==> src/rtl/gon_pkg.sv <==
// gon_pkg: shared GON bus widths and the transmitter state encoding
package gon_pkg;
  localparam int GON_DATA_WIDTH = 64;
  localparam int GON_TAG_WIDTH  = 4;
  typedef enum logic [1:0] {IDLE, SEND, DONE} gon_tx_state_t;
endpackage

==> src/rtl/gon_tx_ctrl_if.sv <==
// gon_tx_ctrl_if: upstream push channel plus the multicast bus driven towards the MCC array
//   in_data/in_valid/in_ready : GLB-side push handshake
//   data_out/tag_out/enable_out/ready_in : GON bus handshake
//   master = transmitter, slave = upstream source and MCC array
interface gon_tx_ctrl_if #(parameter int DW = gon_pkg::GON_DATA_WIDTH, parameter int TW = gon_pkg::GON_TAG_WIDTH);
  logic [DW-1:0] in_data;
  logic          in_valid;
  logic          in_ready;
  logic          ready_in;
  logic [DW-1:0] data_out;
  logic [TW-1:0] tag_out;
  logic          enable_out;
  modport master (input in_data, in_valid, ready_in, output in_ready, data_out, tag_out, enable_out);
  modport slave (output in_data, in_valid, ready_in, input in_ready, data_out, tag_out, enable_out);
endinterface

==> src/rtl/gon_tx_fifo.sv <==
// gon_tx_fifo: synchronous FIFO buffering upstream words ahead of the bus
//   clk, reset (async active-low), push_i/data_i write side, pop_i read side,
//   full_o/empty_o status, head_o oldest entry
module gon_tx_fifo #(
  parameter int DW    = 64,
  parameter int DEPTH = 4
) (
  input  logic          clk,
  input  logic          reset,
  input  logic          push_i,
  input  logic [DW-1:0] data_i,
  input  logic          pop_i,
  output logic          full_o,
  output logic          empty_o,
  output logic [DW-1:0] head_o
);
  localparam int AW = $clog2(DEPTH);
  logic [DW-1:0] mem_q [DEPTH];
  logic [AW:0]   wr_q, rd_q;
  logic          wr_en, rd_en;
  // Extra pointer bit tells full from empty when the index bits coincide.
  assign full_o  = (wr_q[AW] != rd_q[AW]) && (wr_q[AW-1:0] == rd_q[AW-1:0]);
  assign empty_o = wr_q == rd_q;
  assign head_o  = mem_q[rd_q[AW-1:0]];
  assign wr_en   = push_i && !full_o;
  assign rd_en   = pop_i && !empty_o;
  always_ff @(posedge clk or negedge reset) begin
    if (!reset) begin
      wr_q <= '0;
      rd_q <= '0;
    end else begin
      if (wr_en) wr_q <= wr_q + 1'b1;
      if (rd_en) rd_q <= rd_q + 1'b1;
    end
  end
  always_ff @(posedge clk) begin
    if (wr_en) mem_q[wr_q[AW-1:0]] <= data_i;
  end
endmodule

==> src/rtl/gon_tx_ctrl.sv <==
// gon_tx_ctrl: GON multicast bus transmitter stamping buffered words with a programmed tag sequence
//   clk, reset (async active-low)
//   start + cfg_tag_start/cfg_tag_end/cfg_words : sequence programming, sampled in IDLE
//   bus (master) : upstream push channel and tagged bus output
//   busy : sequence active, done : one-cycle pulse after the final transfer
module gon_tx_ctrl
  import gon_pkg::*;
#(
  parameter int DATA_WIDTH = GON_DATA_WIDTH,
  parameter int TAG_WIDTH  = GON_TAG_WIDTH,
  parameter int FIFO_DEPTH = 4,
  parameter int CNT_WIDTH  = 8
) (
  input  logic                 clk,
  input  logic                 reset,
  input  logic                 start,
  input  logic [TAG_WIDTH-1:0] cfg_tag_start,
  input  logic [TAG_WIDTH-1:0] cfg_tag_end,
  input  logic [CNT_WIDTH-1:0] cfg_words,
  gon_tx_ctrl_if.master        bus,
  output logic                 busy,
  output logic                 done
);
  gon_tx_state_t        state_q, state_d;
  logic [TAG_WIDTH-1:0] tag_q, tag_d, end_q, end_d;
  logic [CNT_WIDTH-1:0] cnt_q, cnt_d, words_q, words_d;
  logic                 full, empty, enable, xfer, last_word;
  logic [DATA_WIDTH-1:0] head;
  gon_tx_fifo #(.DW(DATA_WIDTH), .DEPTH(FIFO_DEPTH)) u_fifo (
    .clk     (clk),
    .reset   (reset),
    .push_i  (bus.in_valid),
    .data_i  (bus.in_data),
    .pop_i   (xfer),
    .full_o  (full),
    .empty_o (empty),
    .head_o  (head)
  );
  // enable depends only on registered state, so the bus never sees a ready_in loop.
  assign enable         = (state_q == SEND) && !empty;
  assign xfer           = enable && bus.ready_in;
  assign last_word      = CNT_WIDTH'(cnt_q + 1'b1) == words_q;
  assign bus.in_ready   = !full;
  assign bus.enable_out = enable;
  assign bus.data_out   = enable ? head : '0;
  assign bus.tag_out    = tag_q;
  assign busy           = state_q != IDLE;
  assign done           = state_q == DONE;
  always_comb begin
    state_d = state_q;
    tag_d   = tag_q;
    cnt_d   = cnt_q;
    end_d   = end_q;
    words_d = words_q;
    case (state_q)
      IDLE: if (start) begin
        tag_d   = cfg_tag_start;
        end_d   = cfg_tag_end;
        words_d = cfg_words;
        cnt_d   = '0;
        state_d = cfg_words == '0 ? DONE : SEND;
      end
      SEND: if (xfer) begin
        cnt_d   = last_word ? '0 : cnt_q + 1'b1;
        state_d = last_word && tag_q == end_q ? DONE : SEND;
        tag_d   = last_word && tag_q != end_q ? tag_q + 1'b1 : tag_q;
      end
      default: state_d = IDLE;
    endcase
  end
  always_ff @(posedge clk or negedge reset) begin
    if (!reset) begin
      state_q <= IDLE;
      tag_q   <= '1;
      cnt_q   <= '0;
      end_q   <= '0;
      words_q <= '0;
    end else begin
      state_q <= state_d;
      tag_q   <= tag_d;
      cnt_q   <= cnt_d;
      end_q   <= end_d;
      words_q <= words_d;
    end
  end
endmodule

==> src/flat_wrapper.sv <==
// flat-port wrapper written by rule: the top's interface ports become plain ports
module gon_tx_ctrl_flat import gon_pkg::*;
#(
  parameter int DATA_WIDTH = GON_DATA_WIDTH,
  parameter int TAG_WIDTH  = GON_TAG_WIDTH,
  parameter int FIFO_DEPTH = 4,
  parameter int CNT_WIDTH  = 8
)
  (clk, reset, start, cfg_tag_start, cfg_tag_end, cfg_words, busy, done, bus_in_data, bus_in_valid, bus_ready_in, bus_in_ready, bus_data_out, bus_tag_out, bus_enable_out);
  gon_tx_ctrl_if #(.DW(64), .TW(4)) bus_i ();
  input  logic clk;
  input  logic reset;
  input  logic start;
  input  logic [TAG_WIDTH-1:0] cfg_tag_start;
  input  logic [TAG_WIDTH-1:0] cfg_tag_end;
  input  logic [CNT_WIDTH-1:0] cfg_words;
  output logic busy;
  output logic done;
  input wire logic [$bits(bus_i.in_data)-1:0] bus_in_data;
  input wire logic [$bits(bus_i.in_valid)-1:0] bus_in_valid;
  input wire logic [$bits(bus_i.ready_in)-1:0] bus_ready_in;
  output wire logic [$bits(bus_i.in_ready)-1:0] bus_in_ready;
  output wire logic [$bits(bus_i.data_out)-1:0] bus_data_out;
  output wire logic [$bits(bus_i.tag_out)-1:0] bus_tag_out;
  output wire logic [$bits(bus_i.enable_out)-1:0] bus_enable_out;
  assign bus_i.in_data = bus_in_data;
  assign bus_i.in_valid = bus_in_valid;
  assign bus_i.ready_in = bus_ready_in;
  assign bus_in_ready = bus_i.in_ready;
  assign bus_data_out = bus_i.data_out;
  assign bus_tag_out = bus_i.tag_out;
  assign bus_enable_out = bus_i.enable_out;
  gon_tx_ctrl #(.DATA_WIDTH(DATA_WIDTH), .TAG_WIDTH(TAG_WIDTH), .FIFO_DEPTH(FIFO_DEPTH), .CNT_WIDTH(CNT_WIDTH)) u_core (.clk(clk), .reset(reset), .start(start), .cfg_tag_start(cfg_tag_start), .cfg_tag_end(cfg_tag_end), .cfg_words(cfg_words), .bus(bus_i), .busy(busy), .done(done));
endmodule
==> config.mk <==
export PLATFORM = sky130hd
export DESIGN_NAME = gon_tx_ctrl_flat
export DESIGN_NICKNAME = d
export VERILOG_FILES = /design/src/rtl/gon_pkg.sv /design/src/rtl/gon_tx_ctrl_if.sv /design/src/rtl/gon_tx_fifo.sv /design/src/rtl/gon_tx_ctrl.sv /design/src/flat_wrapper.sv
export SDC_FILE = /design/constraint.sdc
export NUM_CORES = 1
export LEC_CHECK = 0
export BUFFER_PORTS_ARGS = -buffer_cell sky130_fd_sc_hd__buf_2
export CORE_MARGIN = 2
export CORE_UTILIZATION = 45
export DETAILED_ROUTE_END_ITERATION = 10
export GPL_ROUTABILITY_DRIVEN = 0
export SLEW_MARGIN = 30
export SYNTH_ARGS = -nofsm -noshare
export SYNTH_HDL_FRONTEND = slang
export SYNTH_SLANG_ARGS = --single-unit
==> constraint.sdc <==
create_clock -name clk -period 3.1 [get_ports clk]
set_clock_uncertainty 0.05 [all_clocks]
set_input_delay 0.465 -clock clk [delete_from_list [all_inputs] [get_ports clk]]
set_output_delay 0.465 -clock clk [all_outputs]
set_load 0.05 [all_outputs]
; ---- Word level (Yosys, flattened, before mapping)
; Memory sizes are Yosys's and may differ from the RTL's.
; Cells that the tools add are included.
[op_classes]
n_bitwise = 0
n_lt_le_gt_ge = 0
div = 0
addsub = 4
shifts = 0
eq_ne = 11
muxes = 16
n_mul = 0
reduce_logical = 17
[ops]
columns = operator, count
row1 = 64-bit 2-to-1 mux, 1
row2 = 8-bit 2-to-1 mux, 3
row3 = 8-bit case mux with 2 select lines, 1
row4 = 4-bit 2-to-1 mux, 3
row5 = "8-bit by 1-bit adder with 8-bit output, second input constant", 1
row6 = 8-bit equality test, 1
row7 = 8-bit logical NOT, 1
row8 = 2-bit 2-to-1 mux, 4
row9 = 4-bit case mux with 2 select lines, 1
row10 = 1-bit logical AND, 7
row11 = "3-bit by 1-bit adder with 3-bit output, second input constant", 2
row12 = "2-bit != test, second input constant", 3
row13 = "4-bit by 1-bit adder with 4-bit output, second input constant", 1
row14 = 4-bit equality test, 1
row15 = 4-bit != test, 1
row16 = 2-bit case mux with 2 select lines, 1
row17 = 2-bit AND reduction, 2
row18 = 4-bit AND reduction, 1
row19 = 2-bit nonzero test, 2
row20 = 3-bit equality test, 1
row21 = 3-bit AND reduction, 1
row22 = "2-bit by 1-bit equality test with 1-bit output, second input constant", 1
row23 = 2-bit equality test, 1
row24 = "2-bit equality test, second input constant", 1
row25 = other kinds (4), 6
[word_totals]
out_inout_bits = 72
register_bits = 32
rom_bits = 0
latch_bits = 0
ramBits = 256
wordCells = 56
input_bits = 85
memories = 1
[mem_list]
columns = memory, depth, width, read_ports, rd_clocked_by_memory_dff, wr, line_no
row1 = u_core.u_fifo.mem_q, 4, 64, 1, 0, 1, gon_tx_fifo.sv:18  ; logic [DW-1:0] mem_q [DEPTH];

; ---- Logic depth before layout (Yosys ltp)
[depth]
depth_word = 6
ltp_mapped = 8
depth_no_buf = 8

; ---- Modules after synthesis
; Synthesis repeated with hierarchy kept, for this count alone.
[hier_totals]
cells_unflattened = 614
hier_area_um2 = 11700.0
[by_module_without_submodules]
columns = module, cells_each, seq_area_each_um2, instances, area_each_um2
row1 = gon_tx_fifo, 384, 7837.5, 1, 9714.3
row2 = gon_tx_ctrl, 230, 655.6, 1, 1985.7

; ---- Worst setup path before layout
; No wires, ideal clock.
[synth_path]
kind = register to register
from = register u_core.u_fifo.rd_q[2]
to = memory u_core.u_fifo.mem_q[3][0], enable pin
arrival_ns = 2.738
required_time_ns = 2.619
path_buffers = 0
stages_incl_launch_ff = 4
setup_time_ns = 0.431
synth_period_minus_slack_ns = 3.219
slack_ns = -0.119
path_cell_list = dfrtp_1 xnor2_1 nand3b_1 and3_1
[synth_between]
elab_chain_cells = 6
[synth_rtl]
columns = item, line_no
row1 = "start, declared", gon_tx_fifo.sv:19  ; logic [AW:0] wr_q, rd_q;
row2 = "start signal, assigned", gon_tx_fifo.sv:33  ; if (rd_en) rd_q <= rd_q + 1'b1;
row3 = 1-bit != test, gon_tx_fifo.sv:22  ; assign full_o = (wr_q[AW] != rd_q[AW]) && (wr_q[AW-1:0] == rd_q[AW-1:0]);
row4 = 1-bit logical AND, gon_tx_fifo.sv:22
row5 = 1-bit logical NOT, --
row6 = named net bus_in_ready, flat_wrapper.sv:22  ; output wire logic [$bits(bus_i.in_ready)-1:0] bus_in_ready;
row7 = 1-bit logical AND, gon_tx_fifo.sv:25  ; assign wr_en = push_i && !full_o;
row8 = 1-bit 2-to-1 mux, gon_tx_fifo.sv:37  ; if (wr_en) mem_q[wr_q[AW-1:0]] <= data_i;
row9 = 1-bit 2-to-1 mux (not written as such), gon_tx_fifo.sv:37
row10 = "end, declared", gon_tx_fifo.sv:18
; The timed path passes the listed nets, and every way through them passes these cells.

; ---- Worst setup path in the final report
[layout_path]
from = register u_core.u_fifo.rd_q[0]
to = output bus_data_out[40]
[layout_between]
elab_chain_cells = 4
word_cells_on_any_way = 5
classes_between = eq/ne (1) / mux (1) / reduce/logical (2) / memory (1)
[layout_rtl]
columns = item, line_no
row1 = 3-bit equality test, gon_tx_fifo.sv:23  ; assign empty_o = wr_q == rd_q;
row2 = 1-bit logical NOT, gon_tx_ctrl.sv:40  ; assign enable = (state_q == SEND) && !empty;
row3 = 1-bit logical AND, gon_tx_ctrl.sv:40
row4 = 64-bit 2-to-1 mux (*), gon_tx_ctrl.sv:45  ; assign bus.data_out = enable ? head : '0;
row5 = "end, declared", flat_wrapper.sv:23  ; output wire logic [$bits(bus_i.data_out)-1:0] bus_data_out;
; Mark *: on every way between the ends. The rest lies on a longest branch, timed or not.

==> flow_summary.json <==
{
  "outcome": "finished, final reports clean",
  "tns_ns": 0,
  "critical_path.reg2reg.startpoint": "u_core.cnt_q[0]$_DFFE_PN0P_",
  "maximum_number_of_pins_on_one_net_before_global_route_repair": 67,
  "drcViolationCount": 0,
  "final_min_period_over_clock_period_pct": 97.7,
  "crit_path_max_fanout": 42,
  "start_util_pct": 45.8,
  "vias": 6108,
  "drt_first_iter_violations": 437,
  "viasPerCell": 5.45,
  "synth.yosys.seq_area_share_pct": 73.8,
  "utilization_pct": 55.0,
  "grtUsageTotal_pct": 18.1,
  "placement_rows": 58,
  "most-common-layout-cells": "edfxtp_1, buf_2, and3_1",
  "timing.critical_path.required_ns": 2.58,
  "final_hold_violating_endpoints": 0,
  "antenna_found_initial": 5,
  "finalCriticalPeriod_ns": 3.03,
  "layout-drive-gt1-share_pct": 39.2,
  "number_of_global_route_vias_before_repair": 6749,
  "grt_pass1_wl_um": 37000,
  "endpoint_kind": "output pin",
  "yosysUniqueCellTypes": 42,
  "num-nets-final": 855,
  "total_global_routing_overflow": 0,
  "rsz0062_at_grt": "true",
  "slew_headroom_pct": 51.1,
  "finalSetupViolations": 0,
  "design.core.area_um2": 25100,
  "min_path_type": "primary input to flip-flop",
  "post-dp-hpwl_um": 14100,
  "drtPass1Iterations": 4,
  "mostFrequentLayoutCell": "edfxtp_1",
  "fp.dieArea_um2": 26900,
  "r2r_slack_ns": 0.77,
  "numCtsBuffers": 31,
  "timing_worst_slew_pin_value_ns": 0.733,
  "wirelength_um": 24000,
  "timing.setup.critical_path_class": "flip-flop to output pin",
  "synthArstFlopShare_pct": 11.1,
  "tritoncts": "built",
  "filler_cells": 2020,
  "hold_path_startpoint": "bus_in_data[43]",
  "clockBufferDepth": 3,
  "fmaxAchievable_mhz": 330,
  "syn-cell-area_um2": 11500,
  "area_growth_pct": 20.1,
  "report.final.slew_viol_count": 0,
  "start_kind": "flip-flop",
  "layout.area.seq_um2": 8500,
  "drtAntennaViolNets": 0,
  "number_of_synthesized_flops_with_an_enable_pin": 256,
  "buffer_ports.inserted": 156,
  "postSynthCellCount": 593,
  "clkSinkCount": 288,
  "critPathArrivalTime_ns": 2.51,
  "drt_wl_cell_um": 21.4,
  "clkTransAtPathRegs_ns": 0.06,
  "worstRegToRegCells": 8,
  "r2r-end": "u_core.cnt_q[2]$_DFFE_PN0P_",
  "hold_path_depth": 1,
  "ys_dominant_reg_cell": "edfxtp_1",
  "postSynthAreaPerCell_um2": 19.4,
  "post_cts.repair.setup_buffers": 0,
  "yosysWarnings": 0,
  "cap_viol_max_count": 0,
  "mappedNetlistNets": 685,
  "die_w_um": 164,
  "cts_root_buf": "clkbuf_16",
  "clock_latency_ns": 0.55,
  "synth-seq-cells": 288,
  "holdWs_ns": 0.0655,
  "die_height_um": 164,
  "whs_endpoint": "u_core.u_fifo.mem_q[3][43]$_DFFE_PP_",
  "multiInputGateArea_um2": 2890,
  "h-tree-depth": 1,
  "ioPinCount": 157
}
==> synthesized netlist by cell type, types with 2 or more instances <==
| cell | count | area share [%] |
|---|---|---|
| nand3_1 | 6 | 0.26 |
| mux4_2 | 64 | 13 |
| nor3_1 | 5 | 0.22 |
| a31oi_1 | 2 | 0.11 |
| nor2_1 | 6 | 0.20 |
| nor2b_1 | 2 | 0.11 |
| buf_2 | 9 | 0.39 |
| nand3_2 | 3 | 0.26 |
| mux2_2 | 12 | 1.2 |
| a22o_1 | 3 | 0.23 |
| dfrtp_1 | 28 | 6.1 |
| nand4_1 | 3 | 0.16 |
| edfxtp_1 | 256 | 67 |
| o21a_1 | 3 | 0.20 |
| buf_1 | 2 | 0.065 |
| nor4_1 | 2 | 0.11 |
| and3_1 | 69 | 3.8 |
| dfstp_2 | 4 | 0.91 |
| o21ai_0 | 7 | 0.30 |
| o21ai_1 | 6 | 0.26 |
| nand2_1 | 14 | 0.46 |
| inv_1 | 6 | 0.20 |
| mux2i_1 | 2 | 0.17 |
| xnor2_1 | 15 | 1.1 |
| xor2_1 | 9 | 0.69 |
| ha_1 | 7 | 0.76 |
| or3_1 | 3 | 0.16 |
| clkbuf_1 | 21 | 0.69 |
| a21oi_1 | 10 | 0.44 |
| and2_1 | 2 | 0.11 |
==> metal layers <==
layer  global-route usage, %  vias up  wire length, um
met4                    4.31        4              463
met3                    4.27       34             1410
met5                       0        -               18
met2                    31.6      167            12100
li1                        -     2747                -
met1                    23.0     3156             9980
==> critical path, cell delays in order, from the launching register on <==
cell and delay [ns]:
dfrtp_4 0.60, buf_16 0.34, mux4_2 0.54, and3_1 0.23
buf_2 0.22
==> per-stage QoR <==
step           instance area [um^2]  setup slack (ns)  instances
2_1_floorplan                 11500             0.596        593
3_3_place_gp                  12800             0.585       1059
3_5_place_dp                  12800             0.582       1059
4_1_cts                       13800           0.00493       1116
5_1_grt                       13800           -0.0672       1117
6_report                      13800            0.0712       1120
==> timing repair <==
| action | CTS | global route |
|---|---|---|
| endpoints found under the hold margin | 28 | 0 |
| hold buffers | 1 | 0 |
| pin swaps | 0 | 0 |
| cloned | 0 | 0 |
| resized for setup | 2 | 4 |
| setup endpoints to repair | 4 | 52 |
==> sequential cells by signal (all words and copies together) (netlist names) <==
signal and flops:
u_core.bus.tag_out 4, u_core.cnt_q 8, u_core.end_q 4, u_core.state_q 2, u_core.u_fifo.mem_q 256, u_core.u_fifo.rd_q 3, u_core.u_fifo.wr_q 3, u_core.words_q 8
==> cell families (layout without fill, tap and decap cells) <==
| logic type | after synthesis | after routing | share of synthesized area [%] |
|---|---|---|---|
| buffers and inverters | 38 | 231 | 1.34 |
| and+or+nand+nor | 121 | 121 | 6.20 |
| DFF | 288 | 288 | 73.8 |
| adders and majority gates | 7 | 7 | 0.761 |
| xor gates and xnor gates | 24 | 24 | 1.83 |
| other | 0 | 4 | 0 |
| AOI/OAI and AO/OA | 37 | 37 | 2.18 |
| muxes | 78 | 78 | 13.9 |
==> area by class of cell <==
class / instances / area share, %
inverter: 6 / 0.163
timing repair buffer: 169 / 7.06
clock inverter: 21 / 1.56
antenna: 4 / 0.0724
tap: 330 / 2.99
multi-input combinational: 267 / 20.9
sequential: 288 / 61.5
clock buffer: 35 / 5.72
==> worst max path at each step <==
stage                                            startpoint                             endpoint  slack (ns)
final                     u_core.u_fifo.rd_q[0]$_DFFE_PN0P_                     bus_data_out[40]        0.07
after global placement    u_core.u_fifo.rd_q[0]$_DFFE_PN0P_                     bus_data_out[11]        0.58
after detailed placement  u_core.u_fifo.rd_q[0]$_DFFE_PN0P_                     bus_data_out[11]        0.58
after CTS                 u_core.u_fifo.rd_q[0]$_DFFE_PN0P_                      bus_data_out[0]       0.005
after global routing      u_core.u_fifo.rd_q[0]$_DFFE_PN0P_                     bus_data_out[40]       -0.07
after floorplan           u_core.u_fifo.rd_q[2]$_DFFE_PN0P_  u_core.u_fifo.mem_q[3][0]$_DFFE_PP_        0.60
Power is left out: the tool's default activity adds up to more than one toggle a clock period on the data nets, which glitch-free logic cannot reach.
